## src/rtl/serial_subtractor_16.sv

```systemverilog
// Digit-serial subtractor: diff = a - b - bin, DIGIT_W bits per cycle, with
// borrow-out and two's-complement overflow, valid/ready on both sides.
module serial_subtractor_16 #(
  parameter int DATA_W  = 16,
  parameter int DIGIT_W = 4
) (
  input  logic              clk,
  input  logic              rst_n,
  input  logic              in_valid,
  output logic              in_ready,
  input  logic [DATA_W-1:0] a,
  input  logic [DATA_W-1:0] b,
  input  logic              bin,
  output logic              out_valid,
  input  logic              out_ready,
  output logic [DATA_W-1:0] diff,
  output logic              bout,
  output logic              ovf,
  output logic              busy
);

  localparam int N     = DATA_W / DIGIT_W;
  localparam int CNT_W = (N > 1) ? $clog2(N) : 1;

  generate
    if ((DATA_W % DIGIT_W) != 0) begin : g_bad_digit_w
      $error("serial_subtractor_16: DATA_W must be a multiple of DIGIT_W");
    end
  endgenerate

  typedef enum logic [1:0] {S_IDLE, S_RUN, S_DONE} state_t;

  state_t                    r_state;
  state_t                    w_state_next;
  logic [CNT_W-1:0]          r_cnt;
  logic [DATA_W-1:0]         r_a;
  logic [DATA_W-1:0]         r_b;
  logic [DATA_W-1:0]         r_res;
  logic [DATA_W-1:0]         r_diff;
  logic                      r_borrow;
  logic                      r_bout;
  logic                      r_ovf;
  logic                      r_a_msb;
  logic                      r_b_msb;
  logic [DIGIT_W:0]          w_sub;
  logic [DATA_W+DIGIT_W-1:0] w_cat;
  logic [DATA_W-1:0]         w_res_next;
  logic                      w_last;
  logic                      w_accept;
  logic                      w_release;

  // One digit of a - b - borrow; the top bit of the result is the borrow-out.
  function automatic logic [DIGIT_W:0] digit_sub(input logic [DIGIT_W-1:0] x,
                                                 input logic [DIGIT_W-1:0] y,
                                                 input logic               bw);
    return {1'b0, x} - {1'b0, y} - {{DIGIT_W{1'b0}}, bw};
  endfunction

  function automatic logic sub_ovf(input logic a_msb, input logic b_msb,
                                   input logic d_msb);
    return (a_msb != b_msb) && (d_msb != a_msb);
  endfunction

  assign in_ready  = (r_state == S_IDLE);
  assign out_valid = (r_state == S_DONE);
  assign busy      = (r_state != S_IDLE);
  assign diff      = r_diff;
  assign bout      = r_bout;
  assign ovf       = r_ovf;

  assign w_accept   = in_valid & in_ready;
  assign w_release  = out_valid & out_ready;
  assign w_last     = (r_cnt == CNT_W'(N - 1));
  assign w_sub      = digit_sub(r_a[DIGIT_W-1:0], r_b[DIGIT_W-1:0], r_borrow);
  // New digit enters at the MSB end; after N cycles the first digit sits at the LSB.
  assign w_cat      = {w_sub[DIGIT_W-1:0], r_res};
  assign w_res_next = w_cat[DATA_W+DIGIT_W-1:DIGIT_W];

  always_ff @(posedge clk or negedge rst_n) begin
    if (!rst_n) begin
      r_state <= S_IDLE;
    end else begin
      r_state <= w_state_next;
    end
  end

  always_comb begin
    w_state_next = r_state;
    case (r_state)
      S_IDLE:  if (w_accept)  w_state_next = S_RUN;
      S_RUN:   if (w_last)    w_state_next = S_DONE;
      S_DONE:  if (w_release) w_state_next = S_IDLE;
      default:                w_state_next = S_IDLE;
    endcase
  end

  always_ff @(posedge clk or negedge rst_n) begin
    if (!rst_n) begin
      r_cnt    <= '0;
      r_a      <= '0;
      r_b      <= '0;
      r_res    <= '0;
      r_diff   <= '0;
      r_borrow <= 1'b0;
      r_bout   <= 1'b0;
      r_ovf    <= 1'b0;
      r_a_msb  <= 1'b0;
      r_b_msb  <= 1'b0;
    end else begin
      case (r_state)
        S_IDLE: begin
          if (w_accept) begin
            r_a      <= a;
            r_b      <= b;
            r_borrow <= bin;
            r_a_msb  <= a[DATA_W-1];
            r_b_msb  <= b[DATA_W-1];
            r_cnt    <= '0;
          end
        end
        S_RUN: begin
          r_a      <= r_a >> DIGIT_W;
          r_b      <= r_b >> DIGIT_W;
          r_borrow <= w_sub[DIGIT_W];
          r_res    <= w_res_next;
          r_cnt    <= w_last ? '0 : r_cnt + CNT_W'(1);
          // Outputs load on the same edge that enters DONE.
          if (w_last) begin
            r_diff <= w_res_next;
            r_bout <= w_sub[DIGIT_W];
            r_ovf  <= sub_ovf(r_a_msb, r_b_msb, w_res_next[DATA_W-1]);
          end
        end
        default: ;
      endcase
    end
  end

endmodule

```

## config.mk

```make
export PLATFORM = sky130hd
export DESIGN_NAME = serial_subtractor_16
export DESIGN_NICKNAME = d
export VERILOG_FILES = /design/src/rtl/serial_subtractor_16.sv
export SDC_FILE = /design/constraint.sdc
export NUM_CORES = 1
export LEC_CHECK = 0
export CAP_MARGIN = 20
export CORE_MARGIN = 2
export CORE_UTILIZATION = 56
export DETAILED_ROUTE_END_ITERATION = 10
export GPL_ROUTABILITY_DRIVEN = 0
export PLACE_DENSITY_LB_ADDON = 0.12
export SLEW_MARGIN = 0
export SYNTH_ARGS = -nofsm -noshare
export SYNTH_HDL_FRONTEND = slang
export SYNTH_SLANG_ARGS = --single-unit
export TNS_END_PERCENT = 1
```

## constraint.sdc

```tcl
create_clock -name clk -period 5.1 [get_ports clk]
set_input_delay 1.02 -clock clk [delete_from_list [all_inputs] [get_ports clk]]
set_output_delay 1.02 -clock clk [all_outputs]
set_load 0.1 [all_outputs]
```

== Word level (Yosys, flattened, before mapping) ==
Cells that the tools add are included.

* Add/subtract/negate cells: 3
* Eq/ne operators: 8
* Mux-type cells: 13
* Bitwise operators: 2
* Reduce and logical (&&, ||, !) cells: 8

{| class="wikitable"
|+ Operators by type and width
! kind !! number
|-
| $pmux W16 S2 || 2
|-
| $mux W16 || 2
|-
| $mux W2 || 5
|-
| $pmux W2 S3 || 1
|-
| $reduce_and A2 Y1 || 3
|-
| $sub A4 B4 Y5 || 1
|-
| $sub A5 B1 Y5 || 1
|-
| $eq A2 B2 Y1 const B || 2
|-
| $ne A2 B1 Y1 const B || 2
|-
| $pmux W2 S2 || 1
|-
| $reduce_bool A2 Y1 || 2
|-
| $reduce_and A3 Y1 || 1
|-
| $add A2 B1 Y2 const B || 1
|-
| $and A1 B1 Y1 || 2
|-
| $eq A2 B1 Y1 const B || 1
|-
| $logic_not A2 Y1 || 1
|-
| $ne A1 B1 Y1 || 2
|-
| $ne A2 B2 Y1 const B || 1
|-
| $pmux W1 S2 || 1
|-
| $logic_and A1 B1 Y1 || 1
|-
| $mux W1 || 1
|}

* Register bits: 73
* Word-level logic and storage cells: 45

== Depth between registers and ports, before layout ==
* Word-level depth: 4
* Depth in mapped cells: 8
* Depth with buffers taken out: 8

== Least setup slack after synthesis ==
No wires, ideal clock.

* Path type: register -> output
* From: reg r_state[0]
* To: out busy
* Arrival: 2.674 ns
* Setup slack: 1.406 ns
* Cell stages (with the launch flop): 3
* Buffers on the path: 0
* Cells stage by stage: dfrtp_1 nor2_1 inv_1

* Word-level cells in the longest chain between the ends: 1

{| class="wikitable"
|+ Ends and longest elaborated chain
! what !! line !! text
|-
| from (decl) || 33 || <nowiki>state_t r_state;</nowiki>
|-
| from (signal assigned) || 83 || <nowiki>r_state <= w_state_next;</nowiki>
|-
| $reduce_bool A2 Y1 || 66 || <nowiki>assign busy = (r_state != S_IDLE);</nowiki>
|-
| to (decl) || 19 || <nowiki>output logic busy</nowiki>
|}

No other way between the ends.

== Worst setup path after layout ==
* From: reg r_state[0]
* To: out out_valid

* Word-level cells in the longest chain between the ends: 1

{| class="wikitable"
|+ Ends and longest elaborated chain
! what !! line !! text
|-
| $eq A2 B2 Y1 || 65 || <nowiki>assign out_valid = (r_state == S_DONE);</nowiki>
|-
| to (decl) || 14 || <nowiki>output logic out_valid,</nowiki>
|}

No other way between the ends.

==> summary.txt <==
Worst hold path
  • HP Start: r_res[7]$_DFFE_PN0P_
  • Hold Path Class: flip-flop to flip-flop
  • Hold EP: r_res[7]$_DFFE_PN0P_
  • Cells on Worst Hold Path: 2

STA
  • Layout Skew: 7.24 ps
  • RSZ-0062 raised after global routing: false
  • Period minus WS final: 3210 ps
  • Max Freq: 311 MHz
  • Worst slew pin tran: 986 ps
  • Hold Vio Cnt, Final: 0
  • Final setup violation count: 0
  • Setup TNS: 0 ps
  • Fin. max-slew vios: 0
  • Fin crit share: 0.630
  • Slew headroom: 0.341

Global routing
  • First-pass GRT wire length: 9830 µm
  • GR Overflow Total: 0
  • Initial antenna violation count: 0
  • Pin count of the biggest net entering global routing: 61
  • Total GRT Usage: 0.211
  • Vias in the first global route: 2112

Yosys
  • Top cell type's share of synthesized area: 0.563
  • Syn Inst Count: 292
  • Post-synth EDFFs: 0
  • Top cells by area, synth: dfrtp_1, nand2_1, mux2i_1
  • Count leader, synth: nand2_1
  • Ys Warns: 0
  • Top cells by count, synth: nand2_1, dfrtp_1, o21ai_0
  • Synth Flop Type: dfrtp_1
  • Async SR Flop Fraction: 1.00
  • Yosys top cell by area: dfrtp_1
  • Synthesized cell area: 3070 µm²
  • Syn avg cell area: 10.5 µm²
  • Yosys reg bits: 69
  • Seq/Total Area, Yosys: 0.563
  • Synth Net Count: 338
  • Post-synth cell types: 31

Routing
  • Vias/cell: 5.16
  • First drt pass iteration count: 4
  • ANT nets after route: 0
  • Final WL: 5870 µm
  • Vias: 2179
  • Routed len/inst: roughly 14 µm
  • Initial drt markers: 124
  • DRC viols: 0

Clock network
  • Clock buffer depth: 2
  • CTS buffer count: 9
  • CTS H-tree depth: 3
  • Clock sinks: 69
  • Post-CTS setup buffers: 0
  • Reg clk slew, reported paths: 70 ps
  • Skew-Pair Late Insertion Delay: 340 ps
  • CTS tree: yes
  • Hold_buf cts: 0
  • PostCTS Resize Cnt: 0
  • Root buf cell: clkbuf_8

Floorplanning
  • Core area: roughly 5200 µm²
  • Initial Util: 0.589
  • Top Ports: 58
  • Die area: 6080 µm²
  • Site Rows: 26
  • Die Y: 78.0 µm
  • Die X: 78.0 µm

Critical path
  • Critical Path RT: 4080 ps
  • Startpoint Class: flip-flop
  • Critical path type: flip-flop to primary output
  • Critical Path End Type: primary output
  • Worst path buffer plus inverter count: 2
  • CP max stage delay: 1120 ps
  • Worst reg2reg path depth: 7
  • FF-to-FF End: diff[15]$_DFFE_PN0P_
  • Flop-to-flop setup slack: 2920 ps
  • Crit path cell chain: nand2b_1 -> inv_1 -> clkdlybuf4s50_1
  • Crit-path leading delay family: buffers and inverters
  • Data arrival time of the worst path: around 2200 ps
  • Slowest cell on crit path: clkdlybuf4s50_1
  • CP Max Fanout: 6
  • RR Startpoint: r_a[0]$_DFFE_PN0P_

Placement
  • Hpwl dp: 3840 µm
  • Number of I/O port buffers: 57

Job
  • MaxCap Viol Count: 0

Cells and area
  • Ant. Diodes: 0
  • Final Core Density: 0.747
  • Post-layout nets: 393
  • Layout cell share with drive strength beyond 1: 0.114
  • P&R area growth vs syn: 26.8%

Outcome
  • Status: finished clean
## per-stage QoR
step / setup slack [ps] / hold WS, ps / cell area (µm²) / cells
6_report: 1890 / 479 / 3890 / 422
5_1_grt: 1800 / 502 / 3890 / 422
4_1_cts: 1870 / 485 / 3840 / 420
3_5_place_dp: 2230 / 468 / 3650 / 404
3_3_place_gp: 2270 / 458 / 3650 / 404
2_1_floorplan: 1410 / 442 / 3070 / 292
## cell usage in the layout, fill, tap and decap left out, types with 4 or more instances in the layout
master / count
nand2_1: 74
dfrtp_1: 69
clkdlybuf4s50_1: 56
o21ai_0: 24
mux2i_1: 19
o21ai_1: 19
mux2_2: 14
inv_1: 12
clkbuf_8: 11
nor2_1: 8
a21oi_1: 7
ha_1: 7
clkinvlp_4: 4
## worst reg2reg max path, delay by kind of cell, from the launching register on
family          cells  cell delay (ps)
compound gates      3              500
flops               1              430
fa+ha+maj           2              760
simple gates        1              350
buf+inv             1               60
## cell type report
cell class              instances  area, µm²
flip-flops and latches         69       1730
inverters                      12       45.0
repair buffers                 61        628
multi-input cells             194       1210
clock buffers                  11        151
clock inverters                 5       35.0
well taps                      70       87.6
fillers                       393       1320
## worst max path at each step
stage | startpoint | end | slack [ps] | cells past startpoint
floorplan | r_state[0]$_DFFE_PN0P_ | busy | 1410 | 2
global placement | in_valid | r_borrow$_DFFE_PN0P_ | 2270 | 6
detailed placement | in_valid | r_b[9]$_DFFE_PN0P_ | 2230 | 5
CTS | r_state[0]$_DFFE_PN0P_ | out_valid | 1870 | 3
global route | r_state[0]$_DFFE_PN0P_ | out_valid | 1800 | 3
finish | r_state[0]$_DFFE_PN0P_ | out_valid | 1890 | 3
## flip-flops by register name (all words and copies together) (netlist names)
signal and flops:
r_b_msb 1, r_a 16, r_cnt 2, diff 16, r_borrow 1, r_state 2
bout 1, ovf 1, r_b 16, r_a_msb 1, r_res 12
## per-layer routing
| metal | track usage | vias to the layer above | wire [µm] |
|---|---|---|---|
| met5 | 0 | - | 0 |
| met4 | 0.105 | 0 | 117 |
| met1 | 0.295 | 1055 | 2750 |
| met3 | 0.0419 | 10 | 185 |
| li1 | - | 1074 | - |
| met2 | 0.316 | 40 | 2820 |
## cell families (layout without fill, tap and decap cells)
group                      count (synthesis)  in the layout  synth area share
xor gates and xnor gates                   3              3           0.00857
adders and majority gates                  9              9            0.0416
buffers and inverters                     29             89            0.0433
AOI/OAI and AO/OA                         57             57             0.101
and+or+nand+nor                           92             92             0.129
DFF                                       69             69             0.563
muxes                                     33             33             0.113
Power is left out: the tool's default activity adds up to more than one toggle a clock period on the data nets, which glitch-free logic cannot reach.
